===== src/rtl/digilock_pkg.sv =====
// Shared types and constants for the DigiLock event path.
package digilock_pkg;

  localparam logic [1:0] EV_UNLOCK_OK  = 2'b00;
  localparam logic [1:0] EV_WRONG_CODE = 2'b01;
  localparam logic [1:0] EV_ALARM      = 2'b10;
  localparam logic [1:0] EV_RELOCK     = 2'b11;

  localparam int SEC_W   = 6;
  localparam int MIN_W   = 6;
  localparam int HOUR_W  = 5;
  localparam int ENTRY_W = 19;

  // One log entry, packed MSB-first as {code, hours, minutes, seconds}.
  typedef struct packed {
    logic [1:0]        code;
    logic [HOUR_W-1:0] hours;
    logic [MIN_W-1:0]  minutes;
    logic [SEC_W-1:0]  seconds;
  } entry_t;

endpackage


===== src/rtl/log_ram.sv =====
// Register-array storage for the event log: one synchronous write port and
// one combinational read port.
module log_ram
  import digilock_pkg::*;
#(
  parameter int DEPTH = 8,
  parameter int AW    = $clog2(DEPTH)
) (
  input  logic          clk,
  input  logic          we,
  input  logic [AW-1:0] waddr,
  input  entry_t        wdata,
  input  logic [AW-1:0] raddr,
  output entry_t        rdata
);

  entry_t mem [DEPTH];

  // Store the incoming entry on the rising edge.
  // NOTE: storage has no reset; valid data is tracked by the pointers and count,
  // so resetting the array would only add reset fan-out.
  always_ff @(posedge clk) begin
    if (we) mem[waddr] <= wdata;
  end

  assign rdata = mem[raddr];

endmodule


===== src/rtl/event_logger.sv =====
// Circular log of timestamped lock events. Overwrites the oldest entry when
// full (raising a sticky overflow) and pops entries oldest-first with a
// one-cycle read latency.
module event_logger
  import digilock_pkg::*;
#(
  parameter int DEPTH = 8,
  parameter int AW    = $clog2(DEPTH)
) (
  input  logic              clk,
  input  logic              reset,
  input  logic              clear,
  input  logic              event_valid,
  input  logic [1:0]        event_code,
  input  logic [SEC_W-1:0]  seconds,
  input  logic [MIN_W-1:0]  minutes,
  input  logic [HOUR_W-1:0] hours,
  input  logic              rd_req,
  output logic              rd_valid,
  output logic [1:0]        rd_code,
  output logic [SEC_W-1:0]  rd_seconds,
  output logic [MIN_W-1:0]  rd_minutes,
  output logic [HOUR_W-1:0] rd_hours,
  output logic [AW:0]       count,
  output logic              empty,
  output logic              full,
  output logic              overflow
);

  localparam logic [AW:0] FULL_CNT = (AW + 1)'(DEPTH);

  logic [AW-1:0] wr_ptr;
  logic [AW-1:0] rd_ptr;
  logic          wr_en;
  logic          rd_accept;
  entry_t        wr_entry;
  entry_t        head_entry;
  entry_t        rd_entry;

  assign empty = (count == '0);
  assign full  = (count == FULL_CNT);

  // clear wins over both strobes; a pop from an empty log is dropped, so an
  // event and a pop in the same empty cycle never bypass each other.
  assign wr_en     = event_valid && !clear;
  assign rd_accept = rd_req && !empty && !clear;

  assign wr_entry = '{code: event_code, hours: hours, minutes: minutes, seconds: seconds};

  log_ram #(.DEPTH(DEPTH), .AW(AW)) u_log_ram (
    .clk   (clk),
    .we    (wr_en),
    .waddr (wr_ptr),
    .wdata (wr_entry),
    .raddr (rd_ptr),
    .rdata (head_entry)
  );

  // Pointer, occupancy and sticky overflow bookkeeping.
  // NOTE: all state here uses non-blocking assignments so every register sees
  // the pre-edge values of the others, regardless of statement order.
  always_ff @(posedge clk or negedge reset) begin
    if (!reset) begin
      wr_ptr   <= '0;
      rd_ptr   <= '0;
      count    <= '0;
      overflow <= 1'b0;
    end else if (clear) begin
      wr_ptr   <= '0;
      rd_ptr   <= '0;
      count    <= '0;
      overflow <= 1'b0;
    end else begin
      if (wr_en) wr_ptr <= wr_ptr + 1'b1;
      // A write into a full log with no pop discards the oldest entry by
      // dragging the read pointer along with the write pointer.
      if (rd_accept || (wr_en && full)) rd_ptr <= rd_ptr + 1'b1;
      if (wr_en && !rd_accept && full) overflow <= 1'b1;
      unique case ({wr_en, rd_accept})
        2'b10:   if (!full) count <= count + 1'b1;
        2'b01:   count <= count - 1'b1;
        default: ;
      endcase
    end
  end

  // Register the popped entry; data holds between pops, valid pulses once.
  always_ff @(posedge clk or negedge reset) begin
    if (!reset) begin
      rd_valid <= 1'b0;
      rd_entry <= '0;
    end else begin
      rd_valid <= rd_accept;
      if (rd_accept) rd_entry <= head_entry;
    end
  end

  assign rd_code    = rd_entry.code;
  assign rd_hours   = rd_entry.hours;
  assign rd_minutes = rd_entry.minutes;
  assign rd_seconds = rd_entry.seconds;

endmodule


===== config.mk =====
export PLATFORM = sky130hd
export DESIGN_NAME = event_logger
export DESIGN_NICKNAME = d
export VERILOG_FILES = /design/src/rtl/digilock_pkg.sv /design/src/rtl/log_ram.sv /design/src/rtl/event_logger.sv
export SDC_FILE = /design/constraint.sdc
export NUM_CORES = 1
export LEC_CHECK = 0
export CORE_MARGIN = 2
export CORE_UTILIZATION = 58
export DETAILED_ROUTE_END_ITERATION = 10
export PLACE_DENSITY = 0.88
export SLEW_MARGIN = 20
export SYNTH_ARGS = -nofsm -noshare
export SYNTH_HDL_FRONTEND = slang
export SYNTH_HIERARCHICAL = 1
export SYNTH_SLANG_ARGS = --single-unit
export TNS_END_PERCENT = 30

===== constraint.sdc =====
create_clock -name clk -period 3.9 [get_ports clk]
set_clock_uncertainty 0.1 [all_clocks]
set_input_delay 0.975 -clock clk [delete_from_list [all_inputs] [get_ports clk]]
set_output_delay 0.975 -clock clk [all_outputs]
set_load 0.005 [all_outputs]

# After elaboration in Yosys (flattened, before gate mapping)
# Memory sizes are Yosys's and may differ from the RTL's. A register that Yosys moved wholly into a read port is not among the register bits.
# Index checks and enable logic that the tools add are counted.
[word_totals] ff_bits=12 ram_bits=152 output_inout_bits=27 wordCells=42 mem_count=1
[op_classes] addsub=4 eq_ne=4 mux=11 n_reduce_logical=17
[mem_list] memory="u_log_ram.mem" depth=8 width=19 rd=1 rd_clocked_by_memory_dff=1 write_ports=1 line="log_ram.sv:17" text="entry_t mem [DEPTH];"
[op_table] op="$mux W3" count=4
[op_table] op="$mux W4" count=2
[op_table] op="$pmux W4 S2" count=1
[op_table] op="$add A3 B1 Y3 const B" count=2
[op_table] op="$logic_and A1 B1 Y1" count=6
[op_table] op="$reduce_bool A2 Y1" count=3
[op_table] op="$add A4 B1 Y4 const B" count=1
[op_table] op="$eq A4 B4 Y1 const B" count=1
[op_table] op="$logic_not A1 Y1" count=4
[op_table] op="$logic_not A4 Y1" count=1
[op_table] op="$mux W1" count=4
[op_table] op="$sub A4 B1 Y4 const B" count=1
[op_table] op="$ne A3 B3 Y1 const B" count=1
[op_table] op="$reduce_bool A3 Y1" count=1
[op_table] op="$eq A2 B1 Y1 const B" count=1
[op_table] op="$eq A2 B2 Y1 const B" count=1
[op_table] op="$reduce_and A2 Y1" count=1
[op_table] op="$logic_or A1 B1 Y1" count=1

# Longest topological paths before layout
[depth] word_depth=9 depth_mapped=9 depth_no_buf=7

# Modules after synthesis
# The synthesis kept the hierarchy.
[by_module_without_submodules] mod="log_ram" instances=1 cells_each=232 area_each_um2=5879.4 seq_area_each_um2=4564.4
[by_module_without_submodules] mod="event_logger" instances=1 cells_each=110 area_each_um2=1537.7 seq_area_each_um2=775.7

# Worst setup path after synthesis
# No wires, ideal clock.
[synth_timing] path_type="input-to-reg" start="in clear" end="mem u_log_ram/mem[0][0] (netlist name) (enable)" setup_time_ns=0.419 t_arrival_ns=2.880 setup_slack_ns=0.501 cell_stages=5 n_path_buf=2 path_cell_list="buf_6 clkbuf_1 nor2_1 nand2b_1 nor3_1"
[synth_between] elab_chain_cells=4
[synth_lines] item="start, declared" line="event_logger.sv:12" text="input logic clear,"
[synth_lines] item="$logic_not A1 Y1" line="event_logger.sv:45" text="assign wr_en = event_valid && !clear;"
[synth_lines] item="$logic_and A1 B1 Y1" line="event_logger.sv:45"
[synth_lines] item="net wr_en" line="event_logger.sv:34" text="logic wr_en;"
[synth_lines] item="$mux W1" line="log_ram.sv:23" text="if (we) mem[waddr] <= wdata;"
[synth_lines] item="$mux W1 (not written as such)" line="log_ram.sv:23"
[synth_lines] item="end, declared" line="log_ram.sv:17"
# The timed path passes the listed nets, and every way through them passes these cells.

# Final worst setup path
[layout_timing] start="reg count[0]" end="out empty"
[layout_between] elab_chain_cells=1
[layout_lines] item="start, declared" line="event_logger.sv:24" text="output logic [AW:0] count,"
[layout_lines] item="start signal, assigned" line="event_logger.sv:80" text="2'b10: if (!full) count <= count + 1'b1;"
[layout_lines] item="start signal, assigned" line="event_logger.sv:81" text="2'b01: count <= count - 1'b1;"
[layout_lines] item="$logic_not A4 Y1" line="event_logger.sv:40" text="assign empty = (count == '0);"
[layout_lines] item="end, declared" line="event_logger.sv:25" text="output logic empty,"
# No other way between the ends.

==> reports/metrics.sh <==
MULTI_INPUT_COMB_AREA_MM2=0.00193
COMBINATIONALPOWERSHARE_PCT=14.5
AREA.GROWTH.SYNTH_TO_FINAL_PCT=18.3
SYNTH-SEQ-AREA-SHARE_PCT=72.0
CTS_SETUP_BUFFERS=0
WORSTSETUPENDPOINTTYPE='output pin'
CTS_TREE='built'
WORST_EP_ARRIVAL_TIME_NS=2.13
DR.FIRST_ITER.DRC_COUNT=238
VIAS=3467
POST_CTS_RESIZE_COUNT=0
CLOCK.FMAX_GHz=0.312
GLOBAL_ROUTE.USAGE.TOTAL_PCT=22.9
OUTCOME='finished, final reports clean'
ANTENNA_FOUND_INITIAL=0
GRT_PASS1_VIAS=3743
ANTENNA_CELLS=0
LAYOUT_MIN_CYCLE_TIME_NS=3.21
TIMING_WORST_SETUP_PATH_TYPE='flop to output pin'
FINALWEIGHTEDCONGESTION=0.746
CELLLEAKAGEPOWER_nW=3.01
CRITICAL_PATH.CELL_CHAIN='or4_4 > inv_2 > clkdlybuf4s50_1'
CRITICAL_PATH.SLOWEST_CELL='or4_4'
MAXIMUM_BUFFER_DEPTH_OF_THE_CLOCK_TREE=2
DIE-WIDTH_UM=117
PROPORTION_OF_POWER_DRAWN_BY_THE_CLOCK_NETWORK_PCT=36.9
DIE_SPAN_Y_UM=117
SETUP_VIOL=0
NUMPORTBUFFERS=50
EFFECTIVE_UTILIZATION_AT_FLOORPLAN_PCT=59.0
SLEW_VIOL_FINAL=0
FINAL-HOLD-VIOLATION-COUNT=0
SYNTHMOSTINSTANTIATEDCELL='edfxtp_1'
TIMING.MAX_SLEW.REL_SLACK_PCT=26.2
GRT_MAX_DEGREE=41
DETAIL_ROUTE.WIRELENGTH_UM=13900
HTREEDEPTH=4
CTS_ROOT_BUFFER='clkbuf_16'
POSTSYNTHAREAPERCELL_UM2=21.7
LARGEST_CELLS_BY_AREA_AFTER_SYNTHESIS='edfxtp_1 62%, dfrtp_1 10%, mux4_2 8.8%'
SETUP.REG_TO_REG.WORST_SLACK_NS=1.05
RSZ_0062_RAISED_AFTER_GLOBAL_ROUTING='no'
YOSYS_WARNINGS=6
FINAL.SETUP.WORST_SLACK_NS=0.690
WORSTSETUPSTARTPOINTTYPE='flop'
TIMING.HOLD.WS_NS=0.418
TOP_CELL_TYPE_S_SHARE_OF_SYNTHESIZED_AREA_PCT=61.5
FIN_NETS=442
AVGVIACOUNTPERCELL=5.80
DESIGN.PORTCOUNT=51
SEQPWRFRAC_PCT=48.6
DPL_WORST_SLACK_NS=0.466
LARGEST_FANOUT_ON_THE_CRITICAL_PATH=7
POST_SYNTH_NUM_CELL_TYPES=38
UTILIZATION_PCT=69.8
FILLERINSTANCES=750
SYN_INST=342
POWER_DENSITY_mW_PER_MM2=554
TOTAL_SWITCHING_POWER_mW=1.06
CLK_PIN_SLEW_NS=0.07
CLK-INSERTION-DELAY-LATE_NS=0.44
HOLD_PATH_CLASS='flop to flop'
DESIGN.DIE.AREA_MM2=0.0137
INTERNAL_POWER_mW=3.80
CTS_BUFFERS=17
GLOBAL_ROUTE_WIRE_LENGTH_BEFORE_REPAIR_UM=21700
CP_SLOWEST_STAGE_DELAY_NS=0.63
NETLIST_AREA_MM2=0.00742
PERIOD_SHARE_PCT=82.3
ANTENNA_LEFT=0
GLOBAL_ROUTE.OVERFLOW_TOTAL=0
SYNTH_FP_NETS=371
YS_FF_LATCH=183
SYNTH_EDF_COUNT=152
ROUTE.DETAILED.WL_PER_INST_UM=23.3
CORE_MM2=0.0126
NUMCLOCKSINKS=183
ASYNC_FLOP_SHARE_PCT=16.9
PLACE.DETAILED.HPWL_UM=7890
WORSTPATHREQUIRED_NS=2.82
SYNTH_FF_TYPE='edfxtp_1'
REMAINING_DRC_ERRORS=0
MAX-VDD-IR-DROP_mV=0.403
SYNTH_TOP_CELL_BY_AREA='edfxtp_1'
SYNTH_COMMONEST_CELLS='152 x edfxtp_1, 37 x mux2_4, 31 x dfrtp_1'
TIGHTEST_PIN_TRANSITION_NS=1.11
SW_FRAC_OF_TOTAL_PCT=21.8
ROWS=41
DRT_FIRST_PASS_ITERS=4
SEQUENTIAL_CELL_AREA_MM2=0.00534
CTSHOLDBUFFERS=0
FINAL.SETUP.TNS_NS=0
DRV.MAX_CAP_VIOLATION_COUNT=0
DRIVE_ABOVE_1_SHARE_PCT=30.3
==> power by group through the flow <==
stage,clock [mW],combinational [mW],sequential (mW)
CTS,1.83,0.717,2.36
global route,1.90,0.751,2.38
global placement,0,0.682,2.39
floorplan,0,0.392,2.37
finish,1.79,0.705,2.36
detailed placement,0,0.708,2.40
==> cells by family after synthesis <==
kind of cell | Yosys count | synth area share (%)
buf+inv | 21 | 2.13
simple gates | 37 | 2.92
xor+xnor | 4 | 0.472
mux | 80 | 20.2
flops | 183 | 72.0
compound gates | 12 | 1.37
fa+ha+maj | 5 | 0.945
==> sequential cells by signal, summed over array words and instances (netlist names) <==
signal / cells
count: 4
overflow: 1
rd_code: 2
rd_hours: 5
rd_minutes: 6
rd_ptr: 3
rd_seconds: 6
rd_valid: 1
u_log_ram/mem: 152
wr_ptr: 3
==> final cells by class <==
class                      instances  area share, %
clock buffer                      17           4.85
clock inverter                    15           2.31
inverter                           5          0.214
multi-input combinational        138           22.0
sequential                       183           60.9
tap                              172           2.45
timing repair buffer              68           7.24
==> path summary, 6_finish.rpt <==
kind,depth (start not counted),startpoint,end
worst max-delay path,3,count[0]$_DFFE_PN0P_,empty
worst min-delay path,2,overflow$_DFFE_PN0P_,overflow$_DFFE_PN0P_
worst max register to register,7,count[0]$_DFFE_PN0P_,count[3]$_DFFE_PN0P_
worst min register to register,2,overflow$_DFFE_PN0P_,overflow$_DFFE_PN0P_
max in group asynchronous,2,reset,rd_minutes[3]$_DFFE_PN0P_
min in group asynchronous,1,reset,count[1]$_DFFE_PN0P_
==> metrics by stage <==
stage	cell area, um2	std cells	power (mW)
after floorplan	7420	342	2.76
after global placement	8150	566	3.07
after detailed placement	8150	566	3.11
after CTS	8770	598	4.91
after global routing	8770	598	5.03
final	8770	598	4.86
==> layout by cell type (no fill, tap or decap), drive strengths merged, types with 3 or more instances in the layout <==
cell type	Yosys	layout
nor3	4	4
bufinv	0	4
nor2	15	15
mux4	38	38
buf	14	18
clkdlybuf4s50	0	50
inv	5	6
clkinvlp	0	8
edfxtp	152	152
nand2	4	4
clkbuf	2	17
ha	4	4
o21ai	3	3
dfrtp	31	31
mux2	38	38
a21oi	3	3
nand2b	6	6
mux2i	4	4
==> critical path, delay by kind of cell (launching register included) <==
kind / cells / cell delay, ns
simple gates: 1 / 0.63
buf+inv: 2 / 0.58
flops: 1 / 0.49
==> metal layers <==
| metal | global-route usage (%) | share of wire [%] | vias to the layer above |
|---|---|---|---|
| li1 | - | - | 1519 |
| met1 | 29.1 | 38 | 1782 |
| met2 | 37.2 | 53 | 145 |
| met3 | 5.77 | 7.1 | 21 |
| met4 | 11.6 | 2.2 | 0 |
| met5 | 0 | 0 | - |
Power figures use the tool's default switching activity.
